$ cat src/rtl/audio_pkg.sv
// Shared definitions for the iomem audio sample FIFO:
// register map, STATUS/CTRL bit positions and defaults.
package audio_pkg;

   localparam int SAMPLE_W_DEF = 16;

   typedef enum logic [1:0] {
      REG_DATA   = 2'd0,
      REG_STATUS = 2'd1,
      REG_CTRL   = 2'd2,
      REG_RSVD   = 2'd3
   } reg_e;

   localparam int ST_EMPTY     = 0;
   localparam int ST_FULL      = 1;
   localparam int ST_UNDERRUN  = 2;
   localparam int ST_OVERFLOW  = 3;
   localparam int ST_LEVEL_LSB = 16;

   localparam int CT_ENABLE     = 0;
   localparam int CT_FLUSH      = 1;
   localparam int CT_IRQ_EN     = 2;
   localparam int CT_THRESH_LSB = 8;

   typedef struct packed {
      logic [7:0] thresh;
      logic       irq_en;
      logic       enable;
   } ctrl_t;

   function automatic logic [31:0] ctrl_word(input ctrl_t c);
      logic [31:0] w;
      w = '0;
      w[CT_ENABLE] = c.enable;
      w[CT_IRQ_EN] = c.irq_en;
      w[CT_THRESH_LSB +: 8] = c.thresh;
      return w;
   endfunction

endpackage

$ cat src/rtl/iomem_audio_fifo_sync_fifo.sv
// Circular-buffer FIFO with registered read port, so the
// storage maps onto block RAM; flush beats push and pop.
module sync_fifo
   import audio_pkg::*;
#(
   parameter int DATA_W     = 32,
   parameter int DEPTH_LOG2 = 6
) (
   input  logic                  clk,
   input  logic                  reset,
   input  logic                  push,
   input  logic [DATA_W-1:0]     wr_data,
   input  logic                  pop,
   input  logic                  flush,
   output logic [DATA_W-1:0]     rd_data,
   output logic                  full,
   output logic                  empty,
   output logic [DEPTH_LOG2:0]   level
);

   localparam int DEPTH = 1 << DEPTH_LOG2;
   localparam int LW = DEPTH_LOG2 + 1;

   logic [DATA_W-1:0]     mem [DEPTH];
   logic [DEPTH_LOG2-1:0] wr_ptr;
   logic [DEPTH_LOG2-1:0] rd_ptr;
   logic                  do_push;
   logic                  do_pop;

   assign empty   = (level == '0);
   assign full    = (level == LW'(DEPTH));
   assign do_pop  = pop & ~empty & ~flush;
   assign do_push = push & ~flush & (~full | do_pop);

   // Storage write; no reset so it stays a plain RAM.
   always_ff @(posedge clk) begin
      if (do_push)
         mem[wr_ptr] <= wr_data;
   end

   // Pointer and occupancy bookkeeping.
   always_ff @(posedge clk or posedge reset) begin
      if (reset) begin
         wr_ptr <= '0;
         rd_ptr <= '0;
         level  <= '0;
      end else if (flush) begin
         wr_ptr <= '0;
         rd_ptr <= '0;
         level  <= '0;
      end else begin
         if (do_push)
            wr_ptr <= wr_ptr + 1'b1;
         if (do_pop)
            rd_ptr <= rd_ptr + 1'b1;
         unique case ({do_push, do_pop})
            2'b10:   level <= level + 1'b1;
            2'b01:   level <= level - 1'b1;
            default: level <= level;
         endcase
      end
   end

   // Registered head read; when full and pushing, the
   // shared address returns the old head (read-first).
   always_ff @(posedge clk or posedge reset) begin
      if (reset)
         rd_data <= '0;
      else if (do_pop)
         rd_data <= mem[rd_ptr];
   end

endmodule

$ cat src/rtl/iomem_audio_fifo.sv
// picosoc iomem slave feeding stereo sample pairs to the
// codec stage, with status, sticky errors and level IRQ.
module iomem_audio_fifo
   import audio_pkg::*;
#(
   parameter logic [7:0] ADDR_PREFIX = 8'h04,
   parameter int         DEPTH_LOG2  = 6,
   parameter int         SAMPLE_W    = SAMPLE_W_DEF
) (
   input  logic                clk,
   input  logic                reset,
   input  logic                iomem_valid,
   output logic                iomem_ready,
   input  logic [3:0]          iomem_wstrb,
   input  logic [31:0]         iomem_addr,
   input  logic [31:0]         iomem_wdata,
   output logic [31:0]         iomem_rdata,
   input  logic                sample_req,
   output logic [SAMPLE_W-1:0] sample_l,
   output logic [SAMPLE_W-1:0] sample_r,
   output logic                sample_valid,
   output logic                irq
);

   localparam int LW = DEPTH_LOG2 + 1;
   localparam int DW = 2 * SAMPLE_W;

   ctrl_t         ctrl;
   logic          overflow;
   logic          underrun;
   logic          zero_out;
   logic [DW-1:0] head;
   logic          full;
   logic          empty;
   logic [LW-1:0] level;
   logic          sel;
   logic          is_wr;
   reg_e          rsel;
   logic          push_req;
   logic          ctrl_wr;
   logic          st_clr;
   logic          flush;
   logic          pop_req;
   logic          pop_fire;
   logic          ovf_set;
   logic          unr_set;
   logic [31:0]   rd_word;
   logic          unused_bits;

   assign unused_bits = ^{iomem_addr[23:4], iomem_addr[1:0],
                          iomem_wdata[31:16],
                          iomem_wdata[7:3]};

   assign sel = iomem_valid & ~iomem_ready &
                (iomem_addr[31:24] == ADDR_PREFIX);
   assign rsel  = reg_e'(iomem_addr[3:2]);
   assign is_wr = |iomem_wstrb;

   assign push_req = sel & (rsel == REG_DATA) &
                     (iomem_wstrb == 4'hF);
   assign ctrl_wr  = sel & (rsel == REG_CTRL) & is_wr;
   assign st_clr   = sel & (rsel == REG_STATUS) &
                     iomem_wstrb[0];
   assign flush    = ctrl_wr & iomem_wstrb[0] &
                     iomem_wdata[CT_FLUSH];

   assign pop_req  = sample_req & ctrl.enable & ~flush;
   assign pop_fire = pop_req & ~empty;
   assign unr_set  = pop_req & empty;
   assign ovf_set  = push_req & full & ~pop_fire & ~flush;

   sync_fifo #(
      .DATA_W     (DW),
      .DEPTH_LOG2 (DEPTH_LOG2)
   ) u_fifo (
      .clk     (clk),
      .reset   (reset),
      .push    (push_req),
      .wr_data (iomem_wdata[DW-1:0]),
      .pop     (pop_req),
      .flush   (flush),
      .rd_data (head),
      .full    (full),
      .empty   (empty),
      .level   (level)
   );

   // Read data mux for the register being accessed.
   always_comb begin
      rd_word = '0;
      if (!is_wr) begin
         unique case (rsel)
            REG_STATUS: begin
               rd_word[ST_LEVEL_LSB +: 16] = 16'(level);
               rd_word[ST_OVERFLOW] = overflow;
               rd_word[ST_UNDERRUN] = underrun;
               rd_word[ST_FULL]     = full;
               rd_word[ST_EMPTY]    = empty;
            end
            REG_CTRL: rd_word = ctrl_word(ctrl);
            REG_DATA: rd_word = '0;
            REG_RSVD: rd_word = '0;
         endcase
      end
   end

   // One-cycle acknowledge with registered read data.
   always_ff @(posedge clk or posedge reset) begin
      if (reset) begin
         iomem_ready <= 1'b0;
         iomem_rdata <= '0;
      end else begin
         iomem_ready <= sel;
         iomem_rdata <= sel ? rd_word : '0;
      end
   end

   // CTRL register and sticky flags; a set beats a clear.
   always_ff @(posedge clk or posedge reset) begin
      if (reset) begin
         ctrl     <= '0;
         overflow <= 1'b0;
         underrun <= 1'b0;
      end else begin
         if (ctrl_wr && iomem_wstrb[0]) begin
            ctrl.enable <= iomem_wdata[CT_ENABLE];
            ctrl.irq_en <= iomem_wdata[CT_IRQ_EN];
         end
         if (ctrl_wr && iomem_wstrb[1])
            ctrl.thresh <= iomem_wdata[CT_THRESH_LSB +: 8];
         overflow <= ovf_set | (overflow &
                     ~(st_clr & iomem_wdata[ST_OVERFLOW]));
         underrun <= unr_set | (underrun &
                     ~(st_clr & iomem_wdata[ST_UNDERRUN]));
      end
   end

   // Pop strobe and underrun zeroing of the output pair.
   always_ff @(posedge clk or posedge reset) begin
      if (reset) begin
         sample_valid <= 1'b0;
         zero_out     <= 1'b0;
      end else begin
         sample_valid <= pop_req;
         if (pop_req)
            zero_out <= empty;
      end
   end

   assign sample_l = zero_out ? '0 : head[DW-1:SAMPLE_W];
   assign sample_r = zero_out ? '0 : head[SAMPLE_W-1:0];

   assign irq = ctrl.enable & ctrl.irq_en &
                (32'(level) <= 32'(ctrl.thresh));

endmodule
$ cat config.mk
export PLATFORM = sky130hd
export DESIGN_NAME = iomem_audio_fifo
export DESIGN_NICKNAME = d
export VERILOG_FILES = /design/src/rtl/audio_pkg.sv /design/src/rtl/iomem_audio_fifo_sync_fifo.sv /design/src/rtl/iomem_audio_fifo.sv
export SDC_FILE = /design/constraint.sdc
export NUM_CORES = 2
export LEC_CHECK = 0
export ABC_AREA = 0
export CAP_MARGIN = 30
export CORE_UTILIZATION = 50
export CTS_CLUSTER_SIZE = 25
export DETAILED_ROUTE_END_ITERATION = 8
export HOLD_SLACK_MARGIN = 0.05
export PLACE_DENSITY = 0.66
export SYNTH_ARGS = -nofsm -noshare
export SYNTH_HDL_FRONTEND = slang
export SYNTH_SLANG_ARGS = --single-unit
$ cat constraint.sdc
create_clock -name clk -period 11.9 [get_ports clk]
set_input_delay 1.19 -clock clk [delete_from_list [all_inputs] [get_ports clk]]
set_output_delay 1.19 -clock clk [all_outputs]
set_load 0.005 [all_outputs]
==> flow_metrics.tcl <==
set metrics [dict create \
    status "finished clean" \
    final.period_utilization 0.4554 \
    cts_tree "built" \
    grt.overflow.total 0 \
    p_int_mw 11.97 \
    grt_pass1_wl_um 288300 \
    crit_chain "clkdlybuf4s50_1 -> or4b_4 -> nor4_1 -> nand2_1 -> a211oi_1 -> nand2_1 -> nor2_4 -> buf_4" \
    cts_hold_buf 0 \
    synthFlopType "edfxtp_1" \
    clockPowerShare 0.412 \
    synth_area_per_cell_um2 19.90 \
    cts_sinks 2133 \
    hold_viol 0 \
    hold_class "register to register" \
    nFillCells 11830 \
    num_io_pins 139 \
    grt_max_degree 114 \
    clk_path_buf_depth 3 \
    ys_warn_count 0 \
    powerDensity_nw_per_um2 161.2 \
    drive_gt1_frac 0.2004 \
    wl_met3_um 18090 \
    switching_share 0.2071 \
    rsz0062_at_grt "no" \
    cpPeakStageDelay_ns 0.79 \
    ys_seq_elements 2133 \
    die_height_um 408.7 \
    skew_ns 0.02831 \
    cp.arrival_ns 5.92 \
    crit_family "simple AND/OR/NAND/NOR gates" \
    dpl_cell_area_um2 87150 \
    required_ns 12.40 \
    p_sw_mw 3.126 \
    cts.clk_slew.worst_paths_ns 0.06 \
    antenna_found_initial 6 \
    synth_top_area_share 0.7437 \
    finalSetupTns_ns 0 \
    leakagePower_nw 28.37 \
    drtPass1Iterations 5 \
    post_cts_resized 0 \
    die-area_um2 167000 \
    start_util 0.5058 \
    grt_pass1_vias 40350 \
    wl_per_cell_um 30.20 \
    num_rows 148 \
    rr_worst_depth 8 \
    drtAntennaViolNets 0 \
    finalMaxSlewViolations 0 \
    yosysSeqAreaShare 0.7694 \
    grt_use_total 0.2424 \
    gp_congestion 0.8526 \
    place_hpwl_um 110100 \
    max_freq_ghz 0.1845 \
    post-cts-setup-buffer-count 0 \
    crit_type "input port to register" \
    cts_root_buffer "clkbuf_16" \
    netlist_instances 4156 \
    timing.critical_path.mode_cell "nand2_1" \
    r2r-end "u_fifo.rd_data[4]$_DFFE_PP0N_" \
    htreeDepth 4 \
    drc 0 \
    synth.distinct_cells 62 \
    core_area_um2 163500 \
    start_kind "input port" \
    met1_length_um 85720 \
    cpMaxStageDelayCell "nand2_1" \
    worstHoldEndpoint "u_fifo.rd_data[22]$_DFFE_PP0N_" \
    async_flop_share 0.03985 \
    holdWs_ns 0.4681 \
    max_cap_violations 0 \
    wl_met2_um 93370 \
    synth_area_leaders "edfxtp_1 74%, mux4_2 9.0%, mux2i_1 5.6%, dfrtp_1 2.6%, o22ai_1 0.73%" \
    crit_path_end_kind "register" \
    drt_iter0_drc 4714 \
    worstHoldPathCells 2 \
    p_seq_frac 0.547 \
    layout.nets 4472 \
    final_area_um2 93630 \
    top_layer "met5" \
    worstHoldStart "u_fifo.rd_data[22]$_DFFE_PP0N_" \
    crit_fanout 18 \
    setup_violations 0 \
    max-vdd-ir-drop_v 0.0001301 \
    critPathBufInv 2 \
    reg2reg_slack_ns 6.68 \
    syn_area_um2 82700 \
    num_vias 41410 \
    combPwrFrac 0.042 \
    yosysTopAreaCell "edfxtp_1" \
    worst_pin_slew_ns 1.019 \
    wl_um 203500 \
    cts_buffers 203 \
    syn2layout_area_growth_pct 13.22 \
    io_buffers 103 \
    max_slew_margin 0.3187 \
    clk_latency_ns 0.84 \
    vias_per_cell 6.145 \
    synth_edf_count 2048 \
    rr_startpoint "u_fifo.rd_ptr[2]$_DFFE_PP0P_" \
    period_minus_slack_ns 5.419 \
    dieWidth_um 408.7 \
]
## flip-flops by register name, summed over array words and instances, names as in the netlist
name            count
u_fifo.mem       2048
u_fifo.rd_data     32
iomem_rdata        19
ctrl               10
u_fifo.level        7
u_fifo.rd_ptr       6
u_fifo.wr_ptr       6
iomem_ready         1
overflow            1
sample_valid        1
underrun            1
zero_out            1
## cell usage after synthesis, types with 3 or more instances
cell type  number
edfxtp_1     2048
mux2i_1       462
mux4_2        329
nor2_1        157
clkbuf_1      122
a21oi_1       103
nand2_1        97
o22ai_1        97
dfrtp_1        85
buf_2          81
nor2b_1        73
a211oi_1       65
nor3_1         47
a22oi_1        40
o31ai_1        34
nor4_1         33
a221oi_1       30
a22o_1         29
a311oi_1       28
buf_1          28
buf_4          19
inv_1          16
ha_1           14
o21ai_0        14
and2_1         13
mux2_2         11
nand3_1        10
nand2b_1        8
or2_2           7
xnor2_1         6
nand4_1         4
xor2_1          4
buf_6           3
or3_1           3
## worst register-to-register path, stage by stage (launching register included)
cell and delay (ns):
dfrtp_4 0.77, buf_4 0.69, buf_12 0.74, buf_4 0.76
buf_4 0.72, mux4_2 0.45, a22o_1 0.25, a311oi_1 0.57
o31ai_1 0.12
## stage by stage
stage / cells / worst slack [ns] / total power [mW] / util
2_1_floorplan: 4168 / 7.186 / 8.784 / -
3_3_place_gp: 6325 / 5.684 / 9.031 / 0.5308
3_5_place_dp: 6348 / 5.666 / 9.046 / 0.5330
4_1_cts: 6729 / 6.587 / 15.19 / 0.5721
5_1_grt: 6736 / 6.456 / 15.49 / 0.5726
6_report: 6739 / 6.481 / 15.10 / 0.5726
## layer usage
metal / vias to the layer above / global-route usage
li1: 17530 / -
met1: 21730 / 0.3548
met2: 1870 / 0.3662
met3: 278 / 0.05007
met4: 4 / 0.07904
met5: - / 0
## worst max path at each step
stage | slack (ns) | start | to | depth (start not counted)
final | 6.48 | iomem_addr[27] | u_fifo.mem[16][30]$_DFFE_PP_ | 8
after global routing | 6.46 | iomem_addr[27] | u_fifo.mem[16][20]$_DFFE_PP_ | 8
after CTS | 6.59 | iomem_addr[27] | u_fifo.mem[36][25]$_DFFE_PP_ | 8
after detailed placement | 5.67 | iomem_addr[27] | u_fifo.mem[36][25]$_DFFE_PP_ | 8
after global placement | 5.68 | iomem_addr[27] | u_fifo.mem[36][25]$_DFFE_PP_ | 8
after floorplan | 7.19 | iomem_addr[27] | u_fifo.mem[58][0]$_DFFE_PP_ | 6
## cell usage in the layout, fill, tap and decap left out, types with 70 or more instances in the layout
master	n
nor2_1	89
nor2b_1	70
clkdlybuf4s50_1	71
buf_4	130
dfrtp_1	79
a21oi_1	103
edfxtp_1	2048
mux2i_1	462
o22ai_1	97
nand2_1	95
mux4_2	329
clkbuf_16	205
## kinds of logic (layout without fill, tap and decap cells)
| kind of cell | Yosys count | after routing | synth area share |
|---|---|---|---|
| XOR/XNOR | 11 | 11 | 0.001256 |
| AND/OR/NAND/NOR | 466 | 466 | 0.02713 |
| other | 1 | 16 | 0.00004535 |
| buffers and inverters | 270 | 663 | 0.01465 |
| flip-flops | 2133 | 2133 | 0.7694 |
| multiplexers | 802 | 802 | 0.1470 |
| AO/OA/AOI/OAI | 458 | 458 | 0.03817 |
| adder cells (fa/ha/maj) | 15 | 15 | 0.002360 |
## area by class of cell
class                   count  area [um^2]  area share
multi-input cells        1765        18430      0.1968
clock buffers             258         5379     0.05745
diodes                      3        7.507  0.00008018
inverters                  17        68.82   0.0007350
repair buffers            265         2357     0.02518
well taps                2175         2721     0.02907
clock inverters           123         1023     0.01093
flip-flops and latches   2133        63640      0.6798
## power groups by stage
stage | combinational [mW] | clock [mW] | sequential [mW]
4_1_cts | 0.635 | 6.31 | 8.25
3_3_place_gp | 0.619 | 0 | 8.41
2_1_floorplan | 0.387 | 0 | 8.40
6_report | 0.629 | 6.21 | 8.25
5_1_grt | 0.676 | 6.57 | 8.25
3_5_place_dp | 0.634 | 0 | 8.41
No activity file was read; power rests on OpenSTA's default activity.
